$ cat config.mk
export PLATFORM = sky130hd
export DESIGN_NAME = contador_mais_menos_param
export DESIGN_NICKNAME = d
export VERILOG_FILES = /design/src/rtl/contador_mais_menos_param.sv
export SDC_FILE = /design/constraint.sdc
export NUM_CORES = 1
export LEC_CHECK = 0
export BUFFER_PORTS_ARGS = -buffer_cell sky130_fd_sc_hd__clkbuf_2
export CORE_AREA = 2 2 66 68
export CTS_BUF_LIST = sky130_fd_sc_hd__clkbuf_8
export DETAILED_ROUTE_END_ITERATION = 10
export DIE_AREA = 0 0 68 70
export GPL_TIMING_DRIVEN = 0
export PLACE_DENSITY = 0.72
export SLEW_MARGIN = 20
export SYNTH_ARGS = -nofsm -noshare
export SYNTH_HDL_FRONTEND = slang
export SYNTH_SLANG_ARGS = --single-unit
$ cat constraint.sdc
create_clock -name clock -period 3.1 [get_ports clock]
set_clock_uncertainty 0.1 [all_clocks]
set_input_delay 0.775 -clock clock [delete_from_list [all_inputs] [get_ports clock]]
set_output_delay 0.775 -clock clock [all_outputs]
set_load 0.1 [all_outputs]
$ cat src/rtl/contador_mais_menos_param.sv
// Up/down settings counter: edge-detected buttons with hold-to-repeat, saturate or wrap at limits.
// Q, mudou and limite update on the edge that samples a press; no flow control, a step is never stalled.
module contador_mais_menos_param #(
  parameter int WIDTH         = 3,
  parameter int MIN           = 1,
  parameter int MAX           = 5,
  parameter int STEP          = 1,
  parameter int WRAP          = 0,
  parameter int REPEAT_DELAY  = 50000000,
  parameter int REPEAT_PERIOD = 10000000
) (
  input  logic             clock,
  input  logic             reset,
  input  logic             clr,
  input  logic             ld,
  input  logic [WIDTH-1:0] D,
  input  logic             enp,
  input  logic             soma,
  input  logic             sub,
  output logic [WIDTH-1:0] Q,
  output logic             no_max,
  output logic             no_min,
  output logic             mudou,
  output logic             limite
);

  localparam int W1   = WIDTH + 1;
  localparam int TMAX = (REPEAT_DELAY > REPEAT_PERIOD) ? REPEAT_DELAY : REPEAT_PERIOD;
  localparam int TW   = (TMAX > 1) ? $clog2(TMAX) : 1;

  localparam logic [WIDTH-1:0] MIN_N  = WIDTH'(MIN);
  localparam logic [WIDTH-1:0] MAX_N  = WIDTH'(MAX);
  localparam logic [WIDTH-1:0] STEP_N = WIDTH'(STEP);
  localparam logic [W1-1:0]    MAX_X  = W1'(MAX);
  localparam logic [W1-1:0]    STEP_X = W1'(STEP);

  localparam logic [TW-1:0] DELAY_LAST  = TW'((REPEAT_DELAY > 0) ? REPEAT_DELAY - 1 : 0);
  localparam logic [TW-1:0] PERIOD_LAST = TW'((REPEAT_PERIOD > 0) ? REPEAT_PERIOD - 1 : 0);

  typedef enum logic [1:0] {
    IDLE   = 2'd0,
    ESPERA = 2'd1,
    REPETE = 2'd2
  } estado_t;

  estado_t          est_q, est_d;
  logic [WIDTH-1:0] cnt_q, cnt_d;
  logic [TW-1:0]    tmr_q, tmr_d;
  logic             mudou_q, mudou_d;
  logic             limite_q, limite_d;
  logic             dir_q, dir_d;
  logic             soma_ant_q, sub_ant_q;
  logic             pronto_q;

  logic             dir_ok, dir_up;
  logic             press_up, press_dn, press_ok;
  logic             do_step, step_up;
  logic             up_ok, dn_ok;
  logic             repete_hit;

  // pronto_q masks the first edge after reset, so a button still held
  // through reset must be released and pressed again before it counts.
  assign press_up = soma & ~soma_ant_q & pronto_q;
  assign press_dn = sub & ~sub_ant_q & pronto_q;
  assign dir_ok   = soma ^ sub;
  assign dir_up   = soma & ~sub;
  assign press_ok = dir_ok & (dir_up ? press_up : press_dn);

  assign up_ok      = ({1'b0, cnt_q} + STEP_X) <= MAX_X;
  assign dn_ok      = cnt_q >= (MIN_N + STEP_N);
  assign repete_hit = (est_q == ESPERA) ? (tmr_q == DELAY_LAST) : (tmr_q == PERIOD_LAST);

  always_comb begin
    est_d    = est_q;
    tmr_d    = tmr_q;
    dir_d    = dir_q;
    cnt_d    = cnt_q;
    mudou_d  = 1'b0;
    limite_d = 1'b0;
    do_step  = 1'b0;
    step_up  = dir_q;

    if (clr) begin
      cnt_d = MIN_N;
      est_d = IDLE;
      tmr_d = '0;
    end else if (ld) begin
      if (D < MIN_N) begin
        cnt_d = MIN_N;
      end else if (D > MAX_N) begin
        cnt_d = MAX_N;
      end else begin
        cnt_d = D;
      end
      est_d = IDLE;
      tmr_d = '0;
    end else begin
      case (est_q)
        IDLE: begin
          if (enp && press_ok) begin
            do_step = 1'b1;
            step_up = dir_up;
            dir_d   = dir_up;
            tmr_d   = '0;
            est_d   = (REPEAT_DELAY > 0) ? ESPERA : IDLE;
          end
        end
        ESPERA, REPETE: begin
          if (!enp || !dir_ok || (dir_up != dir_q)) begin
            est_d = IDLE;
            tmr_d = '0;
          end else if (repete_hit) begin
            do_step = 1'b1;
            tmr_d   = '0;
            est_d   = REPETE;
          end else begin
            tmr_d = tmr_q + 1'b1;
          end
        end
        default: begin
          est_d = IDLE;
          tmr_d = '0;
        end
      endcase

      if (do_step) begin
        if (step_up) begin
          if (up_ok) begin
            cnt_d   = cnt_q + STEP_N;
            mudou_d = 1'b1;
          end else if (WRAP != 0) begin
            cnt_d    = MIN_N;
            mudou_d  = 1'b1;
            limite_d = 1'b1;
          end else begin
            cnt_d    = MAX_N;
            mudou_d  = (cnt_q != MAX_N);
            limite_d = 1'b1;
          end
        end else begin
          if (dn_ok) begin
            cnt_d   = cnt_q - STEP_N;
            mudou_d = 1'b1;
          end else if (WRAP != 0) begin
            cnt_d    = MAX_N;
            mudou_d  = 1'b1;
            limite_d = 1'b1;
          end else begin
            cnt_d    = MIN_N;
            mudou_d  = (cnt_q != MIN_N);
            limite_d = 1'b1;
          end
        end
      end
    end
  end

  always_ff @(posedge clock or posedge reset) begin
    if (reset) begin
      est_q      <= IDLE;
      tmr_q      <= '0;
      dir_q      <= 1'b0;
      cnt_q      <= MIN_N;
      mudou_q    <= 1'b0;
      limite_q   <= 1'b0;
      soma_ant_q <= 1'b0;
      sub_ant_q  <= 1'b0;
      pronto_q   <= 1'b0;
    end else begin
      est_q      <= est_d;
      tmr_q      <= tmr_d;
      dir_q      <= dir_d;
      cnt_q      <= cnt_d;
      mudou_q    <= mudou_d;
      limite_q   <= limite_d;
      soma_ant_q <= soma;
      sub_ant_q  <= sub;
      pronto_q   <= 1'b1;
    end
  end

  assign Q      = cnt_q;
  assign no_max = (cnt_q == MAX_N);
  assign no_min = (cnt_q == MIN_N);
  assign mudou  = mudou_q;
  assign limite = limite_q;

endmodule

# Yosys cells after proc, flatten, opt, wreduce, memory -nomap -nowiden
# Cells that the tools add are included.
dict set report op_classes {
  addsub 4
  magnitude_cmp 4
  n_eq_ne 11
  n_mux 44
  n_bitwise 12
  n_reduce_logical 10
}
# operator n
set ops {}
lappend ops {{two-way mux 26 bit} 5}
lappend ops {{one-hot mux 26 bit (2 select lines)} 1}
lappend ops {{adder 26 x 1 -> 26 bit, second input constant} 1}
lappend ops {{== test 26 x 24 -> 1 bit, second input constant} 1}
lappend ops {{== test 26 bit, second input constant} 1}
lappend ops {{two-way mux 3 bit} 8}
lappend ops {{two-way mux 1 bit} 23}
lappend ops {{two-way mux 2 bit} 5}
lappend ops {{AND 1 bit} 6}
lappend ops {{inequality test 5 bit, second input constant} 1}
lappend ops {{NOT 1 bit} 5}
lappend ops {{adder 3 x 1 -> 4 bit, second input constant} 1}
lappend ops {{less-or-equal comparator 4 x 3 -> 1 bit, second input constant} 1}
lappend ops {{inequality test 4 bit, second input constant} 1}
lappend ops {{one-hot mux 2 bit (2 select lines)} 1}
lappend ops {{AND reduction 2 bit} 2}
lappend ops {{adder 3 x 1 -> 3 bit, second input constant} 1}
lappend ops {{== test 3 x 1 -> 1 bit, second input constant} 1}
lappend ops {{== test 3 bit, second input constant} 1}
lappend ops {{greater-or-equal comparator 3 x 2 -> 1 bit, second input constant} 1}
lappend ops {{> comparator 3 bit, second input constant} 1}
lappend ops {{< comparator 3 x 1 -> 1 bit, second input constant} 1}
lappend ops {{inequality test 3 x 1 -> 1 bit, second input constant} 1}
lappend ops {{inequality test 3 bit, second input constant} 1}
lappend ops {{other kinds (12)} 14}
dict set report totals {
  reg_bits 37
  inputBits 10
  out_inout_bits 7
  elab_cells 94
}

# Longest topological paths before layout
# Gate-level depths: netlist of run 1.
dict set report logic_depth {
  ltp_word 14
  depth_mapped 9
  ltp_nobuf 8
}

# Least setup slack after synthesis of run 1
# Ideal clock, no wire load.
dict set report synth_timing {
  path_kind {reg-to-output}
  start {register cnt_q[1] (netlist: Q[1])}
  end {output port no_min}
  arrival_time_ps 2544
  setup_slack_ps -319
  stages_incl_launch_ff 4
  path_buffers 0
  path_cell_list {dfrtp_1 -> inv_1 -> ha_1 -> nor2b_1}
}
dict set report synth_via {
  elab_chain_len 1
}
# item line_no
set synth_lines {}
lappend synth_lines {{start: declaration} 47} ;# logic [WIDTH-1:0] cnt_q, cnt_d;
lappend synth_lines {{start signal: assignment} 173} ;# cnt_q <= cnt_d;
lappend synth_lines {{== test 3 x 1 -> 1 bit} 184} ;# assign no_min = (cnt_q == MIN_N);
lappend synth_lines {{end: declaration} 22} ;# output logic no_min,
# Every way passes these cells.

# Worst setup path after layout of run 1
dict set report layout_timing {
  start {input port soma}
  end {register cnt_q[2] (netlist: Q[2])}
}
dict set report layout_via {
  elab_chain_len 13
  elab_cells_between_ends 25
  classes_between {eq/ne (1); mux (14); bitwise (5); reduce/logical (5)}
}
# item line_no
set layout_lines {}
lappend layout_lines {{start: declaration} 18} ;# input logic soma,
lappend layout_lines {{AND 1 bit (2 in a row)} 63} ;# assign press_up = soma & ~soma_ant_q & pronto_q;
lappend layout_lines {{two-way mux 1 bit} 67} ;# assign press_ok = dir_ok & (dir_up ? press_up : press_dn);
lappend layout_lines {{AND 1 bit} 67}
lappend layout_lines {{logical AND 1 bit} 100} ;# if (enp && press_ok) begin
lappend layout_lines {{two-way mux 1 bit} -}
lappend layout_lines {{two-way mux 1 bit} 98} ;# case (est_q)
lappend layout_lines {{two-way mux 1 bit} 87} ;# end else if (ld) begin
lappend layout_lines {{two-way mux 1 bit} 83} ;# if (clr) begin
lappend layout_lines {{two-way mux 3 bit} 127} ;# if (step_up) begin
lappend layout_lines {{two-way mux 3 bit} 126} ;# if (do_step) begin
lappend layout_lines {{two-way mux 3 bit} 87}
lappend layout_lines {{two-way mux 3 bit} 83}
# Several ways; a longest one is shown, not always the timed one. The select of a mux whose other input is x is not followed.
# A chain may end at the register's enable or synchronous reset.

==> results.md, run 1 <==
* Status: finished, final reports clean
* H-tree levels at 2
* Post-layout minimum cycle time at 2.909 ns
* Share of power burned in registers at 0.511
* Slowest stage delay, CP at 0.65 ns
* Initial antenna violation count at 0
* Pwr dens at 401.1 nW/um^2
* Fmax achieved at 0.3438 GHz
* PortBufs at 16
* Core footprint at 4144 um^2
* Syn nets at 244
* R2r startpoint: est_q[0]$_DFFE_PP0P_
* Area Overhead vs Synth at 12.32%
* Fillers at 375
* R2R cell count at 8
* CP startpoint kind: primary input
* Ports at 17
* Clock power frac at 0.359
* CP Class: primary input to flop
* Pin count of the biggest net entering global routing at 35
* Routed Wire Length at 4268 um
* R2R setup slack at 0.36 ns
* CTS Hold Buffers Added at 0
* HPWL Detailed at 2948 um
* First-pass GRT wire length at 7500 um
* Hold Path Class: primary input to async pin
* Total GRT Usage at 0.2091
* RSZ-0062 raised after global routing: no
* Worst-margin pin slew at 0.7633 ns
* P_int at 0.0006971 W
* Die Wd at 68 um
* Vias at 1669
* R2R Path End: Q[2]$_DFFE_PP0P_
* Clock-pin transition on the worst setup and hold timing paths at 0.07 ns
* Vias per Instance at 5.545
* Tcrit/Tclk final at 0.9383
* Final setup viols at 0
* Slowest CP cell: a211oi_1
* Worst skew pair latency at 0.30 ns
* Clk sinks at 37
* Post-DRT Antenna Nets at 0
* Leak Pwr at 1.065 nW
* Worst EP required at 3.19 ns
* Dpl cell area at 2310 um^2
* Routed len/inst at 14.18 um
* Max clock buf depth at 2
* Die Ht at 70 um
* Rel. slew slack at 0.4880
* Max_cap viols at 0
* Synthesis-stage register bit count at 37
* Syn avg cell area at 9.563 um^2
* RePlAce Congestion at 0.8529
* Slew Limit Fails at 0
* Peak VDD IR at 305.0 uV
* Seq/Total Area, Yosys at 0.4328
* ANT cells at 0
* Switching share of power at 0.2776
* Root buffer cell: clkbuf_8
* Fin nets at 268
* Die area at 4760 um^2
* CP Capture Type: flop
* CTS tree: done
* Post-synthesis cell count at 224
* CP arrival at 3.00 ns
* Largest fanout on the critical path at 6
* Synth warn at 0
* Cell Area, Synth at 2142 um^2
* Switching Power at 0.0002679 W
* Combinational Power Share at 0.130
* First-pass DRT Iterations at 4
* Initial DRC count at 119
* Unique masters post-synth at 43
* Grt total ovfl at 0
* Final Hold Fails at 0
* Sequence of cells on the critical path: clkbuf_2 > ha_1 > and4b_1 > a31oi_1 > a211oi_1 > o211ai_1 > and4bb_2 > a2111oi_2
* Layout cell share with drive strength beyond 1 at 0.1526
* Rows at 24
* Setup TNS at 0 ns
* DRC Markers at 0
* Starting density of the core at 0.5169
* Vias in the first global route at 1608
* CTS buffer count at 5
* Fin area at 2406 um^2
layout make-up:
| class | instances | area (um^2) | share of cell area |
|---|---|---|---|
| multi-input combinational | 171 | 1160 | 0.4821 |
| sequential | 37 | 927.1 | 0.3853 |
| timing repair buffer | 17 | 100.1 | 0.04160 |
| clock buffer | 6 | 82.58 | 0.03432 |
| tap | 52 | 65.06 | 0.02704 |
| inverter | 11 | 41.29 | 0.01716 |
| buffer | 5 | 22.52 | 0.009360 |
| clock inverter | 2 | 7.507 | 0.003120 |
layer usage:
metal,vias up,track usage,share of wire
met5,-,0,0
met1,783,0.2919,0.47
met4,0,0.1089,0.017
met3,8,0.04348,0.048
li1,836,-,-
met2,42,0.3020,0.46
sequential cells by signal, indices dropped and copies added (netlist names):
| name | count |
|---|---|
| soma_ant_q | 1 |
| est_q | 2 |
| Q | 3 |
| tmr_q | 26 |
| sub_ant_q | 1 |
| pronto_q | 1 |
| limite | 1 |
| dir_q | 1 |
| mudou | 1 |
worst max-delay path by stage:
stage,startpoint,endpoint,slack [ns],depth (start not counted)
after floorplan,Q[1]$_DFFE_PP0P_,no_min,0.21,3
after global placement,soma,tmr_q[11]$_DFFE_PP0P_,-0.12,8
after detailed placement,soma,tmr_q[11]$_DFFE_PP0P_,-0.15,8
after CTS,soma,tmr_q[11]$_DFFE_PP0P_,0.16,8
after global routing,soma,Q[2]$_DFFE_PP0P_,0.01,8
final,soma,Q[2]$_DFFE_PP0P_,0.19,8
power by group through the flow:
stage / combinational [W] / sequential, W / clock, W
after floorplan: 0.0000775 / 0.000518 / 0
after global placement: 0.000121 / 0.000502 / 0
after detailed placement: 0.000126 / 0.000502 / 0
after CTS: 0.000127 / 0.000493 / 0.000359
after global routing: 0.000138 / 0.000494 / 0.000374
final: 0.000126 / 0.000493 / 0.000346
logic make-up after synthesis:
group / Yosys count / synth area share
AND/OR/NAND/NOR: 105 / 0.2593
other: 1 / 0.001751
AO/OA/AOI/OAI: 25 / 0.09112
adder cells (fa/ha/maj): 10 / 0.05841
XOR/XNOR: 25 / 0.1022
multiplexers: 5 / 0.02453
flip-flops: 37 / 0.4328
buffers and inverters: 16 / 0.02979
Yosys cell counts:
cell type	number	area share
or4b_1	1	0.0047
nand2b_1	1	0.0029
nor4b_1	1	0.0041
mux2_2	2	0.011
a21oi_1	4	0.0093
nand2_1	16	0.028
nand3_1	15	0.035
a2111oi_2	1	0.0070
or3_4	1	0.0053
dfrtp_1	36	0.42
inv_1	11	0.019
buf_2	3	0.0070
mux2i_1	3	0.014
o31a_1	1	0.0041
and4bb_2	1	0.0058
or4_1	1	0.0035
o21a_1	2	0.0070
a211oi_1	1	0.0035
conb_1	1	0.0018
and4_1	5	0.020
xor2_1	17	0.070
o2bb2ai_2	1	0.0070
ha_1	10	0.058
a2111oi_4	1	0.013
and2_1	2	0.0058
nor2_1	32	0.056
nor3b_1	1	0.0035
nor4_1	1	0.0029
and3_1	9	0.026
and4b_1	1	0.0047
nor3_2	1	0.0047
o211ai_1	2	0.0070
a41oi_1	1	0.0041
a31oi_1	5	0.015
and3b_1	1	0.0041
nor3_1	4	0.0093
dfstp_2	1	0.012
xnor2_1	8	0.033
nand4_1	9	0.026
nor2b_1	2	0.0058
o22ai_1	1	0.0029
o21ai_0	5	0.012
clkbuf_1	2	0.0035
worst max-delay path, delay by kind of cell:
| family | cells | cell delay [ns] |
|---|---|---|
| AO/OA/AOI/OAI | 4 | 1.21 |
| AND/OR/NAND/NOR | 2 | 0.58 |
| adder cells (fa/ha/maj) | 1 | 0.30 |
| buffers and inverters | 1 | 0.12 |
metrics by stage:
stage | instances | hold WS [ns] | power (W) | utilization | setup slack, ns
2_1_floorplan | 224 | 0.3738 | 0.0005954 | - | 0.2057
3_3_place_gp | 292 | 0.4041 | 0.0006230 | 0.5525 | -0.1220
3_5_place_dp | 293 | 0.4097 | 0.0006284 | 0.5574 | -0.1452
4_1_cts | 301 | 0.2100 | 0.0009784 | 0.5791 | 0.1603
5_1_grt | 301 | 0.2086 | 0.001006 | 0.5806 | 0.01119
6_report | 301 | 0.2165 | 0.0009650 | 0.5806 | 0.1914
placed cells by master, fill, tap and decap left out, drive strengths merged, types with 8 or more instances in the layout:
| cell | instances |
|---|---|
| dfrtp | 36 |
| nor2 | 32 |
| clkbuf | 24 |
| xor2 | 17 |
| nand2 | 16 |
| nand3 | 15 |
| inv | 13 |
| ha | 10 |
| and3 | 9 |
| nand4 | 9 |
| xnor2 | 8 |
what timing repair did:
action,4_1_cts,5_1_grt
setup endpoints to repair,0,1
endpoints found under the hold margin,0,0
setup buffers,0,0
gates resized for setup,0,1
(Power assumes the default switching activity.)
==> run 2, diff against run 1 <==
--- a/config.mk
+++ b/config.mk
@@ -5,13 +5,14 @@
 export SDC_FILE = /design/constraint.sdc
 export NUM_CORES = 1
 export LEC_CHECK = 0
+export ABC_AREA = 1
 export BUFFER_PORTS_ARGS = -buffer_cell sky130_fd_sc_hd__clkbuf_2
-export CORE_AREA = 2 2 66 68
+export CORE_AREA = 2 2 76 78
 export CTS_BUF_LIST = sky130_fd_sc_hd__clkbuf_8
 export DETAILED_ROUTE_END_ITERATION = 10
-export DIE_AREA = 0 0 68 70
+export DIE_AREA = 0 0 78 80
 export GPL_TIMING_DRIVEN = 0
-export PLACE_DENSITY = 0.72
+export PLACE_DENSITY = 0.68
 export SLEW_MARGIN = 20
 export SYNTH_ARGS = -nofsm -noshare
 export SYNTH_HDL_FRONTEND = slang
==> constraint.sdc (replaced) <==
create_clock -name clock -period 2.57 [get_ports clock]
set_clock_uncertainty 0.1 [all_clocks]
set_input_delay 0.6425 -clock clock [delete_from_list [all_inputs] [get_ports clock]]
set_output_delay 0.6425 -clock clock [all_outputs]
set_load 0.1 [all_outputs]
==> results.md, run 2 <==
* Worst-margin pin slew at 0.5395 ns (was 0.7633 ns)
* Leak Pwr at 1.372 nW (was 1.065 nW)
* Clock-pin transition on the worst setup and hold timing paths at 0.08 ns (was 0.07 ns)
* ANT cells at 0 (unchanged)
* Most common cell after layout, fill and taps aside: nand2_1 (was dfrtp_1)
* CTS Hold Buffers Added at 0 (unchanged)
* Area Overhead vs Synth at 11.14% (was 12.32%)
* Setup WS pre-CTS at 0.1612 ns (was -0.1452 ns)
* Initial DRC count at 126 (was 119)
* Sequence of cells on the critical path: ha_1 > inv_1 > nor2_4 > clkbuf_2 (was clkbuf_2 > ha_1 > and4b_1 > a31oi_1 > a211oi_1 > o211ai_1 > and4bb_2 > a2111oi_2)
* Vias per Instance at 4.984 (was 5.545)
* Setup WS post-layout at 0.1349 ns (was 0.1914 ns)
* Vias in the first global route at 2150 (was 1608)
* CTS tree: done (unchanged)
* Post-synthesis cell count at 350 (was 224)
* Unique masters post-synth at 37 (was 43)
* HPWL Detailed at 4208 um (was 2948 um)
* Ports at 17 (unchanged)
* Highest-count cells in the layout ignoring fill and taps: nand2_1, inv_1, nand3_1 (was dfrtp_1, nor2_1, xor2_1)
* CP Capture Type: output port (was flop)
* CP startpoint kind: flop (was primary input)
* Number of flip-flops under the largest register name at 26 (unchanged)
* Largest Register: tmr_q (unchanged)
* Grt total ovfl at 0 (unchanged)
* Post-DRT Antenna Nets at 0 (unchanged)
* Fin nets at 394 (was 268)
* Fmax achieved at 0.4107 GHz
* Async set or reset register ratio after synthesis at 1.000 (unchanged)
* Max_cap viols at 0 (unchanged)
* Synth top area share at 0.3473 (was 0.4206)
* Placed Cells at 439 (was 293)
* First-pass GRT wire length at 9611 um (was 7500 um)
* Initial antenna violation count at 0 (unchanged)
* CTS buffer count at 5 (unchanged)
* Buf/Inv on CP at 2 (was 1)
* Tcrit/Tclk final at 0.9475
* Synth area leader: dfrtp_1 (unchanged)
* First-pass DRT Iterations at 4 (unchanged)
* Peak VDD IR at 387.8 uV (was 305.0 uV)
* Post_cts resized at 0 (unchanged)
* Cell Area, Synth at 2594 um^2 (was 2142 um^2)
* Worst path top cell family by delay: flip-flops (was compound AO/OA/AOI/OAI gates)
* Die Ht at 80 um (was 70 um)
* Root buffer cell: clkbuf_8 (unchanged)
* Total GRT Usage at 0.1946 (was 0.2091)
* Post-synth EDFFs at 0 (unchanged)
* Worst EP required at 1.83 ns (was 3.19 ns)
* Max clock buf depth at 2 (unchanged)
* Utilization after layout at 0.5333 (was 0.5806)
* Routed len/inst at 12.07 um (was 14.18 um)
* Hold Path Class: primary input to async pin (unchanged)
* Layout cell share with drive strength beyond 1 at 0.1813 (was 0.1526)
* Synth warn at 0 (unchanged)
* Dominant cell by count in the synthesized netlist: nand2_1 (was dfrtp_1)
* H-tree levels at 2 (unchanged)
* Pin count of the biggest net entering global routing at 26 (was 35)
* Slowest CP cell: dfstp_2 (was a211oi_1)
* Final setup viols at 0 (unchanged)
* Rows at 27 (was 24)
* Worst skew pair latency at 0.29 ns (was 0.30 ns)
* RePlAce Congestion at 0.8665 (was 0.8529)
* Syn avg cell area at 7.411 um^2 (was 9.563 um^2)
* Top cells by count, synth: nand2_1, inv_1, nand3_1 (was dfrtp_1, nor2_1, xor2_1)
* PortBufs at 16 (unchanged)
* Post-layout minimum cycle time at 2.435 ns
* Pwr dens at 464.6 nW/um^2 (was 401.1 nW/um^2)
* Post-synth top flop: dfrtp_1 (unchanged)
* Post CTS Setup Buffer Count at 0 (unchanged)
* Largest fanout on the critical path at 8 (was 6)
* CP Class: flop to output port (was primary input to flop)
* Starting density of the core at 0.4799 (was 0.5169)
* Clk sinks at 37 (unchanged)
* Rel. slew slack at 0.6419 (was 0.4880)
* Synthesis-stage register bit count at 37 (unchanged)
* Final Hold Fails at 0 (unchanged)
* Layout Cells excl Fill at 447 (was 301)
* Seq/Total Area, Yosys at 0.3575 (was 0.4328)
* Status: finished, final reports clean (unchanged)
* Slowest stage delay, CP at 0.61 ns (was 0.65 ns)
* Largest cells by area after synthesis: dfrtp_1, nand2_1, nand3_1 (was dfrtp_1, xor2_1, ha_1)
* CP arrival at 1.69 ns (was 3.00 ns)
* Syn nets at 370 (was 244)
* Slew Limit Fails at 0 (unchanged)
* RSZ-0062 raised after global routing: no (unchanged)
* Routed Wire Length at 5397 um (was 4268 um)
* Setup TNS at 0 ns (unchanged)
* Die area at 6240 um^2 (was 4760 um^2)
* DRC Markers at 0 (unchanged)
* Core footprint at 5405 um^2 (was 4144 um^2)
* Vias at 2228 (was 1669)
* Die Wd at 78 um (was 68 um)
[run 2: path summary, 6_finish.rpt]
path                                      startpoint                    to  slack (ns)  cells past startpoint
min in group clock                               sub   sub_ant_q$_DFF_PP0_        0.38                      1
worst min-delay path                           reset     dir_q$_DFFE_PP0P_        0.18                      2
worst max register to register      Q[0]$_DFFE_PP1P_      Q[1]$_DFFE_PP0P_        0.55                      9
worst min register to register  tmr_q[0]$_DFFE_PP0P_  tmr_q[0]$_DFFE_PP0P_        0.45                      1
worst max-delay path                Q[0]$_DFFE_PP1P_                no_min        0.13                      4
max in group asynchronous                      reset      Q[2]$_DFFE_PP0P_        1.74                      3
[run 2: per-stage QoR]
stage	instance area, um^2	hold WS, ns	total power, W
after global routing	2883	0.1994	0.001410
after floorplan	2603	0.3790	0.0008676
final	2883	0.1802	0.001339
after global placement	2773	0.4119	0.0009236
after detailed placement	2793	0.4344	0.0009322
after CTS	2883	0.1819	0.001360
[run 2: logic make-up after synthesis]
family / Yosys count / synth area share
fa+ha+maj: 10 / 0.04824
buf+inv: 61 / 0.1037
xor+xnor: 7 / 0.02364
flops: 37 / 0.3575
simple gates: 200 / 0.3932
other cells: 1 / 0.001446
compound gates: 34 / 0.07236
[run 2: final cells by class]
| type | instances | area, um^2 |
|---|---|---|
| Buffer | 4 | 47.55 |
| Clock buffer | 6 | 82.58 |
| Clock inverter | 2 | 7.507 |
| Fill cell | 533 | 2522 |
| Inverter | 57 | 221.5 |
| Multi-Input combinational cell | 252 | 1405 |
| Sequential cell | 37 | 928.4 |
| Tap cell | 72 | 90.09 |
| Timing Repair Buffer | 17 | 100.1 |
[run 2: per-layer routing]
metal | wire, um | up-vias | GRT usage
met3 | 276 | 7 | 0.03846
li1 | - | 1165 | -
met1 | 2444 | 1016 | 0.2482
met4 | 66 | 0 | 0.05439
met2 | 2609 | 40 | 0.3362
met5 | 0 | - | 0
[run 2: where the power goes]
| part | switching (W) | leakage, nW | total, W | internal (W) |
|---|---|---|---|---|
| registers | 0.0000130 | 0.502 | 0.000610 | 0.000597 |
| logic | 0.000226 | 0.817 | 0.000309 | 0.0000828 |
| clock network | 0.000210 | 0.0538 | 0.000421 | 0.000211 |
| total | 0.000449 | 1.37 | 0.00134 | 0.000891 |
[run 2: worst reg2reg max path, cell delays in order (launching register included)]
cell and delay (ns):
dfstp_2 0.61, inv_1 0.08, ha_1 0.19, nor3_1 0.40
or2_2 0.20, nand3_1 0.07, nand3_1 0.09, nand2_1 0.05
nand3_1 0.07, nand2_1 0.05
==> run 3, diff against run 2 <==
--- a/config.mk
+++ b/config.mk
@@ -8,11 +8,11 @@
 export ABC_AREA = 1
 export BUFFER_PORTS_ARGS = -buffer_cell sky130_fd_sc_hd__clkbuf_2
 export CORE_AREA = 2 2 76 78
-export CTS_BUF_LIST = sky130_fd_sc_hd__clkbuf_8
+export CTS_BUF_LIST = sky130_fd_sc_hd__clkbuf_16
 export DETAILED_ROUTE_END_ITERATION = 10
 export DIE_AREA = 0 0 78 80
 export GPL_TIMING_DRIVEN = 0
-export PLACE_DENSITY = 0.68
+export PLACE_DENSITY = 0.66
 export SLEW_MARGIN = 20
 export SYNTH_ARGS = -nofsm -noshare
 export SYNTH_HDL_FRONTEND = slang
==> constraint.sdc (replaced) <==
create_clock -name clock -period 2.7 [get_ports clock]
set_clock_uncertainty 0.1 [all_clocks]
set_input_delay 0.675 -clock clock [delete_from_list [all_inputs] [get_ports clock]]
set_output_delay 0.675 -clock clock [all_outputs]
set_load 0.1 [all_outputs]
==> results.md, run 3 (same netlist as run 2, synthesis figures left out) <==
* Initial DRC count at 101 (was 126)
* H-tree levels at 2 (unchanged)
* ANT cells at 0 (unchanged)
* First-pass GRT wire length at 9163 um (was 9611 um)
* Peak VDD IR at 283.2 uV (was 387.8 uV)
* Die Wd at 78 um (unchanged)
* Final Hold Fails at 0 (unchanged)
* Max clock buf depth at 2 (unchanged)
* Die Ht at 80 um (unchanged)
* Most common cell after layout, fill and taps aside: nand2_1 (unchanged)
* Post CTS Setup Buffer Count at 0 (unchanged)
* CTS buffer count at 5 (unchanged)
* Max_cap viols at 0 (unchanged)
* Worst skew pair latency at 0.29 ns (about the same)
* R2R cell count at 9 (unchanged)
* Status: finished, final reports clean (unchanged)
* Slew Limit Fails at 0 (unchanged)
* CP startpoint kind: flop (unchanged)
* Area of the multi-input gates at 1405 um^2 (unchanged)
* Leak Pwr at 1.382 nW (was 1.372 nW)
* Largest fanout on the critical path at 8 (unchanged)
* Number of flip-flops under the largest register name at 26 (unchanged)
* CTS tree: done (unchanged)
* RePlAce Congestion at 0.8592 (was 0.8665)
* Die area at 6240 um^2 (unchanged)
* CP Capture Type: output port (unchanged)
* DRC Markers at 0 (unchanged)
* PortBufs at 16 (unchanged)
* R2R setup slack at 0.71 ns (was 0.55 ns)
* Largest Register: tmr_q (unchanged)
* Ports at 17 (unchanged)
* Total GRT Usage at 0.1896 (was 0.1946)
* Starting density of the core at 0.4799 (unchanged)
* Vias in the first global route at 2056 (was 2150)
* HPWL Detailed at 4094 um (was 4208 um)
* Rel. slew slack at 0.6409 (was 0.6419)
* Post-DRT Antenna Nets at 0 (unchanged)
* Post-layout minimum cycle time at 2.460 ns
* CP arrival at 1.68 ns (was 1.69 ns)
* First-pass DRT Iterations at 4 (unchanged)
* Fmax achieved at 0.4066 GHz
* Core footprint at 5405 um^2 (unchanged)
* RSZ-0062 raised after global routing: no (unchanged)
* Fin nets at 394 (unchanged)
* Hold_ws at 0.1983 ns (was 0.1802 ns)
* Clock-pin transition on the worst setup and hold timing paths at 0.06 ns (was 0.08 ns)
* Initial antenna violation count at 0 (unchanged)
* Final setup viols at 0 (unchanged)
* Area Overhead vs Synth at 13.31% (was 11.14%)
* Root buffer cell: clkbuf_16 (was clkbuf_8)
* Pwr dens at 495.3 nW/um^2 (was 464.6 nW/um^2)
* Routed len/inst at 11.70 um (was 12.07 um)
* Worst EP required at 1.92 ns (was 1.83 ns)
* Grt total ovfl at 0 (unchanged)
* Highest-count cells in the layout ignoring fill and taps: nand2_1, inv_1, nand3_1 (unchanged)
* Pin count of the biggest net entering global routing at 27 (was 26)
* Post_cts resized at 0 (unchanged)
* CTS Hold Buffers Added at 0 (unchanged)
* Rows at 27 (unchanged)
* CP Class: flop to output port (unchanged)
* Vias per Instance at 5.002 (was 4.984)
* Routed Wire Length at 5229 um (was 5397 um)
* Clk sinks at 37 (unchanged)
* Vias at 2236 (was 2228)
* Setup TNS at 0 ns (unchanged)
* Worst-margin pin slew at 0.5409 ns (was 0.5395 ns)
* Reg area at 927.1 um^2 (was 928.4 um^2)
* Fillers at 548 (was 533)
* Hold Path Class: primary input to async pin (unchanged)
* Layout cell share with drive strength beyond 1 at 0.1840 (was 0.1813)
* Tcrit/Tclk final at 0.9110
-- run 3: cell types whose count changed in the layout (fill, tap and decap cells not counted), sizes merged --
cell | previous run | this run
inv | 59 | 57
clkinvlp | 0 | 3
clkbuf | 22 | 21
-- run 3: layout make-up --
class                           count  area share
Buffer                              4     0.01618
Clock buffer                        5     0.04257
Clock inverter                      3    0.007663
Inverter                           57     0.07535
Multi-Input combinational cell    252      0.4781
Sequential cell                    37      0.3155
Tap cell                           72     0.03065
Timing Repair Buffer               17     0.03406
-- run 3: power breakdown --
group	total, W	internal, W	switching, W	leakage [nW]
sequential	0.000582	0.000569	0.0000131	0.503
clock	0.000582	0.000341	0.000241	0.0621
combinational	0.000292	0.0000789	0.000213	0.817
total	0.00146	0.000989	0.000467	1.38
-- run 3: worst max-delay path: stages, from the launching register on --
cell      delay [ns]
dfstp_2         0.61
ha_1            0.19
inv_1           0.06
nor2_4          0.08
clkbuf_2        0.46
-- run 3: routing by layer --
metal / up-vias / GRT usage / part of all wire
met5: - / 0 / 0
met4: 0 / 0.06316 / 0.013
met3: 5 / 0.04751 / 0.047
met2: 37 / 0.3086 / 0.47
met1: 1027 / 0.2470 / 0.47
li1: 1167 / - / -
-- run 3: worst paths after layout --
path | to | from
max in group asynchronous | Q[0]$_DFFE_PP1P_ | reset
setup reg to reg | Q[1]$_DFFE_PP0P_ | Q[0]$_DFFE_PP1P_
setup / recovery | no_min | Q[0]$_DFFE_PP1P_
hold / removal | tmr_q[3]$_DFFE_PP0P_ | reset
hold reg to reg | tmr_q[1]$_DFFE_PP0P_ | tmr_q[1]$_DFFE_PP0P_
min in group clock | tmr_q[1]$_DFFE_PP0P_ | tmr_q[1]$_DFFE_PP0P_
-- run 3: through the flow --
stage / power [W] / std cells / utilization / cell area [um^2] / setup slack (ns)
after floorplan: 0.0008254 / 350 / - / 2601 / 0.01478
after global placement: 0.0008793 / 438 / 0.5127 / 2771 / 0.2912
after detailed placement: 0.0008860 / 439 / 0.5164 / 2791 / 0.2582
after CTS: 0.001481 / 447 / 0.5438 / 2939 / 0.2333
after global routing: 0.001534 / 447 / 0.5438 / 2939 / 0.1808
final: 0.001456 / 447 / 0.5438 / 2939 / 0.2404
